--- src/rtl/spram_pwm_player.sv ---
// Plays 8-bit samples fetched from SPRAM as one PWM period each, and produces the
// period-end strobe that paces the upstream fread loader.
module spram_pwm_player #(
    parameter int DEPTH  = 8192,
    parameter int ADDR_W = 14,
    parameter int PWM_W  = 8,
    parameter int LOOP   = 1
) (
    input  logic              clk,
    input  logic              rst_n,
    input  logic              enable,
    input  logic              ram_ready,
    output logic [ADDR_W-1:0] rd_addr,
    input  logic [15:0]       rd_data,
    output logic              pwm_out,
    output logic              pw_end,
    output logic [PWM_W-1:0]  sample,
    output logic              playing,
    output logic              wrap,
    output logic              done
);

    typedef enum logic [1:0] {
        ST_IDLE = 2'd0,
        ST_ARM  = 2'd1,
        ST_PLAY = 2'd2,
        ST_DONE = 2'd3
    } state_t;

    localparam logic [ADDR_W-1:0] LAST_ADDR    = ADDR_W'(DEPTH - 1);
    localparam logic [PWM_W-1:0]  CNT_MAX      = {PWM_W{1'b1}};
    localparam logic [PWM_W-1:0]  CNT_PREFETCH = PWM_W'(2);

    state_t              state_q, state_d;
    logic [PWM_W-1:0]    pwm_cnt_q, pwm_cnt_d;
    logic [ADDR_W-1:0]   rd_addr_q, rd_addr_d;
    logic [PWM_W-1:0]    sample_q, sample_d;
    logic [PWM_W-1:0]    sample_next_q, sample_next_d;
    logic                pwm_out_q, pwm_out_d;
    logic                pw_end_q, pw_end_d;
    logic                playing_q, playing_d;
    logic                wrap_q, wrap_d;
    logic                done_q, done_d;

    logic                go_s;
    logic                pe_s;
    logic                at_last_s;
    logic                prefetch_s;
    logic [ADDR_W-1:0]   addr_inc_s;
    logic                unused_hi_s;

    assign go_s        = ram_ready & enable;
    assign pe_s        = (pwm_cnt_q == CNT_MAX);
    assign at_last_s   = (rd_addr_q == LAST_ADDR);
    assign prefetch_s  = (pwm_cnt_q == CNT_PREFETCH);
    assign addr_inc_s  = at_last_s ? {ADDR_W{1'b0}} : (rd_addr_q + ADDR_W'(1));
    assign unused_hi_s = ^rd_data[15:8];

    // State and output registers
    always_ff @(posedge clk or negedge rst_n) begin
        if (!rst_n) begin
            state_q       <= ST_IDLE;
            pwm_cnt_q     <= {PWM_W{1'b0}};
            rd_addr_q     <= {ADDR_W{1'b0}};
            sample_q      <= {PWM_W{1'b0}};
            sample_next_q <= {PWM_W{1'b0}};
            pwm_out_q     <= 1'b0;
            pw_end_q      <= 1'b0;
            playing_q     <= 1'b0;
            wrap_q        <= 1'b0;
            done_q        <= 1'b0;
        end else begin
            state_q       <= state_d;
            pwm_cnt_q     <= pwm_cnt_d;
            rd_addr_q     <= rd_addr_d;
            sample_q      <= sample_d;
            sample_next_q <= sample_next_d;
            pwm_out_q     <= pwm_out_d;
            pw_end_q      <= pw_end_d;
            playing_q     <= playing_d;
            wrap_q        <= wrap_d;
            done_q        <= done_d;
        end
    end

    // Next-state logic; in PLAY, rd_addr==0 only after the pass has wrapped, so a
    // single pass stops once the last word has had its full period.
    always_comb begin
        state_d = state_q;
        case (state_q)
            ST_IDLE: begin
                if (go_s) state_d = ST_ARM;
                else      state_d = ST_IDLE;
            end
            ST_ARM: begin
                if (!go_s)     state_d = ST_IDLE;
                else if (pe_s) state_d = ST_PLAY;
                else           state_d = ST_ARM;
            end
            ST_PLAY: begin
                if (!go_s)                                                 state_d = ST_IDLE;
                else if (pe_s && (LOOP == 0) && (rd_addr_q == {ADDR_W{1'b0}})) state_d = ST_DONE;
                else                                                       state_d = ST_PLAY;
            end
            ST_DONE: begin
                if (!go_s) state_d = ST_IDLE;
                else       state_d = ST_DONE;
            end
            default: state_d = ST_IDLE;
        endcase
    end

    // Datapath and output decode
    always_comb begin
        pwm_cnt_d     = pwm_cnt_q + PWM_W'(1);
        pw_end_d      = pe_s;
        rd_addr_d     = rd_addr_q;
        sample_d      = sample_q;
        sample_next_d = sample_next_q;
        wrap_d        = 1'b0;
        case (state_q)
            ST_ARM, ST_PLAY: begin
                if (prefetch_s) sample_next_d = PWM_W'(rd_data[7:0]);
                else            sample_next_d = sample_next_q;
                if (state_d == ST_PLAY) begin
                    if (pe_s) begin
                        sample_d  = sample_next_q;
                        rd_addr_d = addr_inc_s;
                        wrap_d    = (state_q == ST_PLAY) && at_last_s;
                    end else begin
                        sample_d  = sample_q;
                        rd_addr_d = rd_addr_q;
                    end
                end else begin
                    sample_d  = {PWM_W{1'b0}};
                    rd_addr_d = {ADDR_W{1'b0}};
                end
            end
            default: begin
                rd_addr_d     = {ADDR_W{1'b0}};
                sample_d      = {PWM_W{1'b0}};
                sample_next_d = {PWM_W{1'b0}};
            end
        endcase
        // Decoding the next state lets an abort silence the pin on the very next clock.
        pwm_out_d = (state_d == ST_PLAY) && (pwm_cnt_q < sample_q);
        playing_d = (state_d == ST_PLAY);
        done_d    = (state_d == ST_DONE);
    end

    assign rd_addr = rd_addr_q;
    assign pwm_out = pwm_out_q;
    assign pw_end  = pw_end_q;
    assign sample  = sample_q;
    assign playing = playing_q;
    assign wrap    = wrap_q;
    assign done    = done_q;

endmodule

--- config.mk ---
export PLATFORM = sky130hd
export DESIGN_NAME = spram_pwm_player
export DESIGN_NICKNAME = d
export VERILOG_FILES = /design/src/rtl/spram_pwm_player.sv
export SDC_FILE = /design/constraint.sdc
export NUM_CORES = 1
export LEC_CHECK = 0
export ABC_CLOCK_PERIOD_IN_PS = 2900
export CORE_UTILIZATION = 55
export DETAILED_ROUTE_END_ITERATION = 10
export GPL_TIMING_DRIVEN = 1
export HOLD_SLACK_MARGIN = 0.1
export PLACE_DENSITY = 0.85
export SYNTH_ARGS = -nofsm -noshare
export SYNTH_HDL_FRONTEND = slang
export SYNTH_SLANG_ARGS = --single-unit
--- constraint.sdc ---
create_clock -name clk -period 2.9 [get_ports clk]
set_input_delay 0.87 -clock clk [delete_from_list [all_inputs] [get_ports clk]]
set_output_delay 0.87 -clock clk [all_outputs]
set_load 0.03 [all_outputs]
==> reports/results.ini, run 1 <==
[floorplanning]
pin_count=47
initial_utilization=0.576
placeableCoreArea_mm2=0.00403
row_count=23
die_width_um=66.9
dieHeight_um=66.9
design.die.area_mm2=0.00448

[synth]
yosys_register_bits=45
postSynth.asyncResetShare=1.00
synth-edff-count=0
yosys.area_share.adder=0.0755
netlist_instances=234
synthesis.yosys.warnings=0
mappedNetlistNets=268
ys_seq_area_frac=0.485
synth_top_family_by_area=simple AND/OR/NAND/NOR gates
synthesized_area_fraction_occupied_by_ao_oa_aoi_and_oai_cells=0.0912
synth_simple_gate_area_share=0.239
ys.flop_type=sky130_fd_sc_hd__dfrtp_1
post_synth.cell_area_avg_um2=9.91
synthXorXnorAreaFrac=0.0340
synthesis.area_mm2=0.00232
number_of_distinct_library_cell_variants_in_the_gate_level_netlist_after_synthesis=42
synthMuxAreaShare=0.0388

[global_route]
antenna_violations_before_repair=0
overflow=0
grt_use_total=0.265
vias_in_the_first_global_route=1864
grt_max_degree=21
grt_first_pass_wirelength_um=8620

[route]
antenna_violating_nets_post_route=0
route.detailed.wl_per_inst_um=15.5
via_per_inst=5.80
dr_total_vias=1904
detailed_route_iter0_violations=179
drc_errors=0
length_of_the_first_detailed_routing_pass_in_iterations=4
wirelength_um=5080

[worst_setup_path]
critical_path.max_fanout=8
data_arrival_at_the_endpoint_of_the_critical_path_ns=1.49
slowest_stage=sky130_fd_sc_hd__clkdlybuf4s50_1
timing.critical_path.to_type=output port
timing.critical_path.cells=clkdlybuf4s50_1
worst-setup-path-type=flop to output port
reg2reg_slack_ns=0.79
reg2reg_to=rd_addr[9]
required_ns=2.03
r2r_start=pwm_cnt_q[1]
worstPathBufferInverterCount=1
timing.critical_path.max_delay_family=buffers and inverters
ff2ff_path_depth=6
crit_path_start_kind=flop
critPathMaxStageDelay_ns=0.72

[hold_path]
hp_class=input port to asynchronous set/reset pin

[clock_tree]
clk_latency_ns=0.30
postCtsSetupRepairBufs=0
tritoncts_sinks=45
cts_inserted_buffers=5
clkSlewWorstSetupHoldPaths_ns=0.08
hold_buffers=0
ctsHtreeMaxLevel=2
root_buffer=sky130_fd_sc_hd__clkbuf_8
cts_max_path_buffers=2
post_cts_resize_count=0
tritoncts=yes

[run_status]
status=completed

[final_layout]
drive_above_1_share=0.0647
fill_cells=313
layout_commonest_cell=sky130_fd_sc_hd__dfrtp_1
most_frequent_cells_in_the_layout=sky130_fd_sc_hd__dfrtp_1, sky130_fd_sc_hd__clkdlybuf4s50_1, sky130_fd_sc_hd__nand2_1, sky130_fd_sc_hd__a21oi_1
n_antenna_cell=0
nets=312
finished_cell_area_mm2=0.00286
final_util=0.710
area.growth.synth_to_final_pct=23.2
multi_input_area_mm2=0.00111
register_area_mm2=0.00113

[sta]
finalHoldViolations=0
clock-skew-final_ns=0.00887
grt_setup_unrepaired=no
final-max-slew-violation-count=0
layout_min_cycle_time_ns=2.36
period_share=0.814
setup-tns-final_ns=0
setup_viol=0
worst_slew_margin_relative_to_its_limit=0.668
fmaxAchievable_mhz=424
worst_slew_pin_slew_ns=0.494
layout_setup_ws_ns=0.540

[pwr]
power.switching_fraction=0.213
power.density_cell_area_mw_per_mm2=372
internal_power_uw=837
report.power.total_mw=1.06
pwr-share-seq=0.591
p_comb_frac=0.039
power_switching_uw=227
power.static_leakage_nw=1.22
ir_worst_vdd_mv=0.269
p_clk_frac=0.370

[placement]
routabilityCongestion=0.835
place.port_buffers=38
dpl_cell_area_mm2=0.00277
dp.final_hpwl_um=3690
dp_worst_setup_slack_ns=0.337

[run]
max-cap-violations=0

## cell type report
class / instances / share of cell area
Inverter: 14 / 0.0184
Clock buffer: 7 / 0.0302
Timing Repair Buffer: 44 / 0.147
Sequential cell: 45 / 0.394
Multi-Input combinational cell: 168 / 0.389
Tap cell: 50 / 0.0219
## metal layers
layer | GRT usage | vias to the layer above | routed length, µm
met2 | 0.422 | 68 | 2530
li1 | - | 916 | -
met3 | 0.0634 | 5 | 238
met5 | 0 | - | 0
met4 | 0.109 | 0 | 63
met1 | 0.342 | 915 | 2250
## worst max-delay path by stage
stage | slack [ns] | endpoint | depth (start not counted) | start
4_1_cts | 0.54 | rd_addr[4] | 1 | rd_addr[4]
5_1_grt | 0.49 | rd_addr[7] | 1 | rd_addr[7]
3_5_place_dp | 0.34 | rd_addr[7] | 6 | ram_ready
3_3_place_gp | 0.41 | wrap | 5 | enable
2_1_floorplan | 0.83 | wrap | 5 | enable
6_report | 0.54 | rd_addr[4] | 1 | rd_addr[4]
## synth_stat cells, types with 7 or more instances
cell	n	share of area
sky130_fd_sc_hd__a21oi_1	20	0.043
sky130_fd_sc_hd__dfrtp_1	45	0.49
sky130_fd_sc_hd__ha_1	14	0.076
sky130_fd_sc_hd__inv_1	14	0.023
sky130_fd_sc_hd__mux2i_1	9	0.039
sky130_fd_sc_hd__nand2_1	30	0.049
sky130_fd_sc_hd__nand3_1	12	0.026
sky130_fd_sc_hd__nor2_1	7	0.011
sky130_fd_sc_hd__nor2b_1	8	0.022
## worst reg2reg max path, stage by stage (launching register included)
cell                      delay, ns
sky130_fd_sc_hd__dfrtp_1       0.42
sky130_fd_sc_hd__ha_1          0.27
sky130_fd_sc_hd__and3_1        0.26
sky130_fd_sc_hd__nand2_1       0.28
sky130_fd_sc_hd__inv_1         0.43
sky130_fd_sc_hd__nand3_1       0.18
sky130_fd_sc_hd__o32ai_1       0.17
## sequential cells by signal, summed over array words and instances (netlist names)
| register | count |
|---|---|
| playing | 1 |
| pwm_out | 1 |
| done | 1 |
| rd_addr | 14 |
| pwm_cnt_q | 8 |
| wrap | 1 |
| pw_end | 1 |
| sample | 8 |
| state_q | 2 |
| sample_next_q | 8 |
## cell families (layout without fill, tap and decap cells)
family                   count (synthesis)  in the layout
AO/OA/AOI/OAI                           36             36
AND/OR/NAND/NOR                        100            100
flip-flops                              45             45
multiplexers                             9              9
buffers and inverters                   21             65
XOR/XNOR                                 9              9
adder cells (fa/ha/maj)                 14             14
## stage by stage
| stage | hold WS (ns) | instances |
|---|---|---|
| 2_1_floorplan | 0.448 | 234 |
| 3_3_place_gp | 0.489 | 321 |
| 3_5_place_dp | 0.511 | 321 |
| 4_1_cts | 0.523 | 328 |
| 5_1_grt | 0.538 | 328 |
| 6_report | 0.516 | 328 |
## power by group through the flow
stage                     combinational (mW)  clock [mW]  sequential, mW
final                                 0.0416       0.393           0.629
after global routing                  0.0466       0.424           0.629
after CTS                             0.0429       0.401           0.628
after detailed placement              0.0429           0           0.641
after global placement                0.0417           0           0.641
after floorplan                      0.00990           0           0.641
No activity file was read; power rests on OpenSTA's default activity.
==> inputs of run 2 (changes only) <==
- ABC_CLOCK_PERIOD_IN_PS: 2900 -> 1900
- CORE_UTILIZATION: 55 -> 46
- PLACE_DENSITY: 0.85 -> 0.76
- clock period: 2.9 -> 1.9 ns (I/O delays scaled with it)
==> reports/results.ini, run 2 (synthesis results as in run 1) <==
[floorplanning]
placeableCoreArea_mm2=0.00479
die_width_um=73.0
row_count=25
design.die.area_mm2=0.00533
initial_utilization=0.485
pin_count=47
dieHeight_um=73.0

[clock_tree]
clkSlewWorstSetupHoldPaths_ns=0.09
tritoncts=yes
cts_max_path_buffers=2
hold_buffers=0
tritoncts_sinks=45
root_buffer=sky130_fd_sc_hd__clkbuf_8
cts_inserted_buffers=5
clk_latency_ns=0.29
ctsHtreeMaxLevel=2

[hold_path]
hp_class=input port to asynchronous set/reset pin

[sta]
fmaxAchievable_mhz=540
layout_min_cycle_time_ns=1.85
setup_viol=0
timing.hold.ws_ns=0.239
worst_slew_margin_relative_to_its_limit=0.608
clock-skew-final_ns=0.00556
final-max-slew-violation-count=0
worst_slew_pin_slew_ns=0.583
finalHoldViolations=0
period_share=0.975
setup-tns-final_ns=0

[final_layout]
layout_commonest_cell=sky130_fd_sc_hd__dfrtp_1
most_frequent_cells_in_the_layout=sky130_fd_sc_hd__dfrtp_1, sky130_fd_sc_hd__nand2_1, sky130_fd_sc_hd__buf_4, sky130_fd_sc_hd__dlygate4sd2_1, sky130_fd_sc_hd__a21oi_1
drive_above_1_share=0.148
area.growth.synth_to_final_pct=31.2
nets=330
n_antenna_cell=0
largest_register_ffs=14

[route]
dr_total_vias=1948
via_per_inst=5.35
wirelength_um=5010
antenna_violating_nets_post_route=0
route.detailed.wl_per_inst_um=13.8
length_of_the_first_detailed_routing_pass_in_iterations=4
detailed_route_iter0_violations=132
drc_errors=0

[run_status]
status=completed

[worst_setup_path]
timing.critical_path.max_delay_family=buffers and inverters
data_arrival_at_the_endpoint_of_the_critical_path_ns=1.28
critical_path.max_fanout=1
crit_path_start_kind=flop
timing.critical_path.cells=clkdlybuf4s50_1
worstPathBufferInverterCount=1
required_ns=1.33
timing.critical_path.to_type=output port
reg2reg_slack_ns=0.10
slowest_stage=sky130_fd_sc_hd__clkdlybuf4s50_1
critPathMaxStageDelay_ns=0.66
worst-setup-path-type=flop to output port

[global_route]
grt_use_total=0.218
grt_first_pass_wirelength_um=8870
antenna_violations_before_repair=0
grt_max_degree=25
overflow=0
vias_in_the_first_global_route=1909

[run]
max-cap-violations=0

[placement]
routabilityCongestion=0.844
place.port_buffers=38
dp.final_hpwl_um=3830

[pwr]
ir_worst_vdd_mv=0.511
power.density_cell_area_mw_per_mm2=578
power.static_leakage_nw=1.45

==> run 2: cell count changes in the layout (fill, tap and decap cells not counted), sizes merged <==
cell           delta
clkdlybuf4s50    -24
dlygate4sd2      +22
buf              +18
clkbuf            -2
dlymetal6s2s      +2
bufinv            +1
clkinv            +1
clkinvlp          +1
==> run 2: report_power, final <==
group / switching [mW] / leakage [nW] / total (mW) / internal, mW
Sequential: 0.00116 / 0.610 / 0.959 / 0.958
Clock: 0.334 / 0.0543 / 0.727 / 0.394
Combinational: 0.0359 / 0.788 / 0.0725 / 0.0366
==> run 2: metrics by stage <==
step	area [µm²]	setup WS [ns]	util	instances	total power, mW
final	3040	0.0480	0.636	364	1.76
after global routing	3040	-0.00446	0.636	364	1.82
after CTS	3010	0.0251	0.629	363	1.78
after detailed placement	2920	-0.243	0.611	355	1.05
after global placement	2920	-0.178	0.611	355	1.05
after floorplan	2320	0.0132	-	234	0.994
==> run 2: worst paths after layout <==
path | startpoint | end | cells after the start
worst max-delay path | wrap | wrap | 1
worst min register to register | sample_next_q[7] | sample[7] | 2
min in group clk | sample_next_q[7] | sample[7] | 2
worst max register to register | pwm_cnt_q[0] | rd_addr[10] | 5
worst min-delay path | rst_n | rd_addr[4] | 2
max in group asynchronous | rst_n | sample[0] | 2
==> run 2: area by class of cell <==
type	instances	area [µm²]
clock buffers	5	68.8
clock inverters	3	46.3
fillers	402	1740
inverters	14	52.6
multi-input cells	168	1130
flip-flops and latches	45	1130
well taps	67	83.8
repair buffers	62	533
==> run 2: per-layer routing <==
layer / wire length [µm] / share of wire / up-vias / track usage
met1: 2260 / 0.45 / 929 / 0.297
met2: 2450 / 0.49 / 55 / 0.361
met4: 51 / 0.010 / 0 / 0.0654
met3: 256 / 0.051 / 5 / 0.0290
li1: - / - / 959 / -
met5: 0 / 0 / - / 0
==> run 2: repair_timing <==
item / 4_1_cts / 5_1_grt
setup buffers: 0 / 1
resized for setup: 22 / 7
endpoints found under the setup margin: 22 / 29
==> inputs of run 3 (changes only) <==
- CORE_MARGIN: unset -> 2
- CTS_CLUSTER_SIZE: unset -> 40
==> reports/results.ini, run 3 (synthesis results as in run 1) <==
[route]
dr_total_vias=1954
antenna_violating_nets_post_route=0
drc_errors=0
via_per_inst=5.38
route.detailed.wl_per_inst_um=14.5
length_of_the_first_detailed_routing_pass_in_iterations=4
wirelength_um=5260
detailed_route_iter0_violations=99

[worst_setup_path]
timing.critical_path.cells=clkdlybuf4s50_1
worstPathBufferInverterCount=1
timing.critical_path.max_delay_family=buffers and inverters
timing.critical_path.to_type=output port
critical_path.max_fanout=1
slowest_stage=sky130_fd_sc_hd__clkdlybuf4s50_1
crit_path_start_kind=flop
worst-setup-path-type=flop to output port
data_arrival_at_the_endpoint_of_the_critical_path_ns=1.29
required_ns=1.33
critPathMaxStageDelay_ns=0.66

[final_layout]
register_area_mm2=0.00113
n_antenna_cell=0
finished_cell_area_mm2=0.00304
layout_commonest_cell=sky130_fd_sc_hd__dfrtp_1
drive_above_1_share=0.155
most_frequent_cells_in_the_layout=sky130_fd_sc_hd__dfrtp_1, sky130_fd_sc_hd__nand2_1, sky130_fd_sc_hd__buf_4, sky130_fd_sc_hd__dlygate4sd2_1, sky130_fd_sc_hd__a21oi_1
multi_input_area_mm2=0.00114
largest_register_ffs=14
fill_cells=406
area.growth.synth_to_final_pct=31.0
nets=329
post_layout_nonfiller_instances=363

[sta]
layout_min_cycle_time_ns=1.86
grt_setup_unrepaired=yes
worst_slew_pin_slew_ns=0.630
worst_slew_margin_relative_to_its_limit=0.576
setup_viol=0
clock-skew-final_ns=0.00531
final-max-slew-violation-count=0
period_share=0.979
finalHoldViolations=0
layout_setup_ws_ns=0.0391
timing.hold.ws_ns=0.241
fmaxAchievable_mhz=537

[pwr]
power.density_cell_area_mw_per_mm2=554
report.power.total_mw=1.68
power.static_leakage_nw=1.47
ir_worst_vdd_mv=0.466

[run_status]
status=completed

[global_route]
vias_in_the_first_global_route=1848
grt_max_degree=26
antenna_violations_before_repair=0
grt_first_pass_wirelength_um=8690
overflow=0
grt_use_total=0.209

[floorplanning]
initial_utilization=0.485
dieHeight_um=75.0
design.die.area_mm2=0.00563
pin_count=47
row_count=25
placeableCoreArea_mm2=0.00479
die_width_um=75.0

[clock_tree]
cts_max_path_buffers=2
clk_latency_ns=0.30
tritoncts_sinks=45
clkSlewWorstSetupHoldPaths_ns=0.08
root_buffer=sky130_fd_sc_hd__clkbuf_8
ctsHtreeMaxLevel=2
cts_inserted_buffers=5
tritoncts=yes

[placement]
dp.final_hpwl_um=3860
dpl_cell_area_mm2=0.00292
routabilityCongestion=0.820
dp_worst_setup_slack_ns=-0.226
place.port_buffers=38
dp.cells=354

[run]
max-cap-violations=0

[hold_path]
hp_class=input port to asynchronous set/reset pin

## run 3: layer usage
layer  routed length [µm]  GRT usage  vias up
met5                    0          0        -
met4                   65     0.0635        0
met3                  238     0.0415        6
met2                 2650      0.338       50
met1                 2310      0.284      945
li1                     -          -      953
## run 3: repair_timing
item                       in CTS  in global routing
gates resized for setup        21                 11
gates cloned                    0                  0
setup buffers                   0                  1
setup endpoints to repair      21                 30
pin swaps                       0                  1
hold buffers                    0                  0
## run 3: per-stage QoR
| stage | util | setup TNS [ns] |
|---|---|---|
| 3_5_place_dp | 0.609 | -3.80 |
| 4_1_cts | 0.625 | 0 |
| 3_3_place_gp | 0.609 | -3.11 |
| 6_report | 0.635 | 0 |
| 5_1_grt | 0.635 | -0.0469 |
| 2_1_floorplan | - | 0 |
## run 3: final timing paths
path                                  start          endpoint  slack, ns  cells past startpoint
setup / recovery                     pw_end            pw_end       0.04                      1
hold / removal                        rst_n  sample_next_q[5]       0.24                      1
setup reg to reg               pwm_cnt_q[0]       rd_addr[10]       0.10                      5
hold reg to reg            sample_next_q[7]         sample[7]       0.52                      2
max in group asynchronous             rst_n        rd_addr[4]       1.09                      2
min in group clk           sample_next_q[7]         sample[7]       0.52                      2
## run 3: area by class of cell
type / count / area share
Sequential cell: 45 / 0.371
Timing Repair Buffer: 61 / 0.174
Clock buffer: 7 / 0.0317
Inverter: 14 / 0.0173
Multi-Input combinational cell: 168 / 0.376
Tap cell: 67 / 0.0276
Clock inverter: 1 / 0.00165
## run 3: where the power goes
part           switching, mW  internal (mW)  total, mW
clock network          0.323          0.329      0.652
logic                 0.0363         0.0367     0.0730
registers            0.00103          0.958      0.959
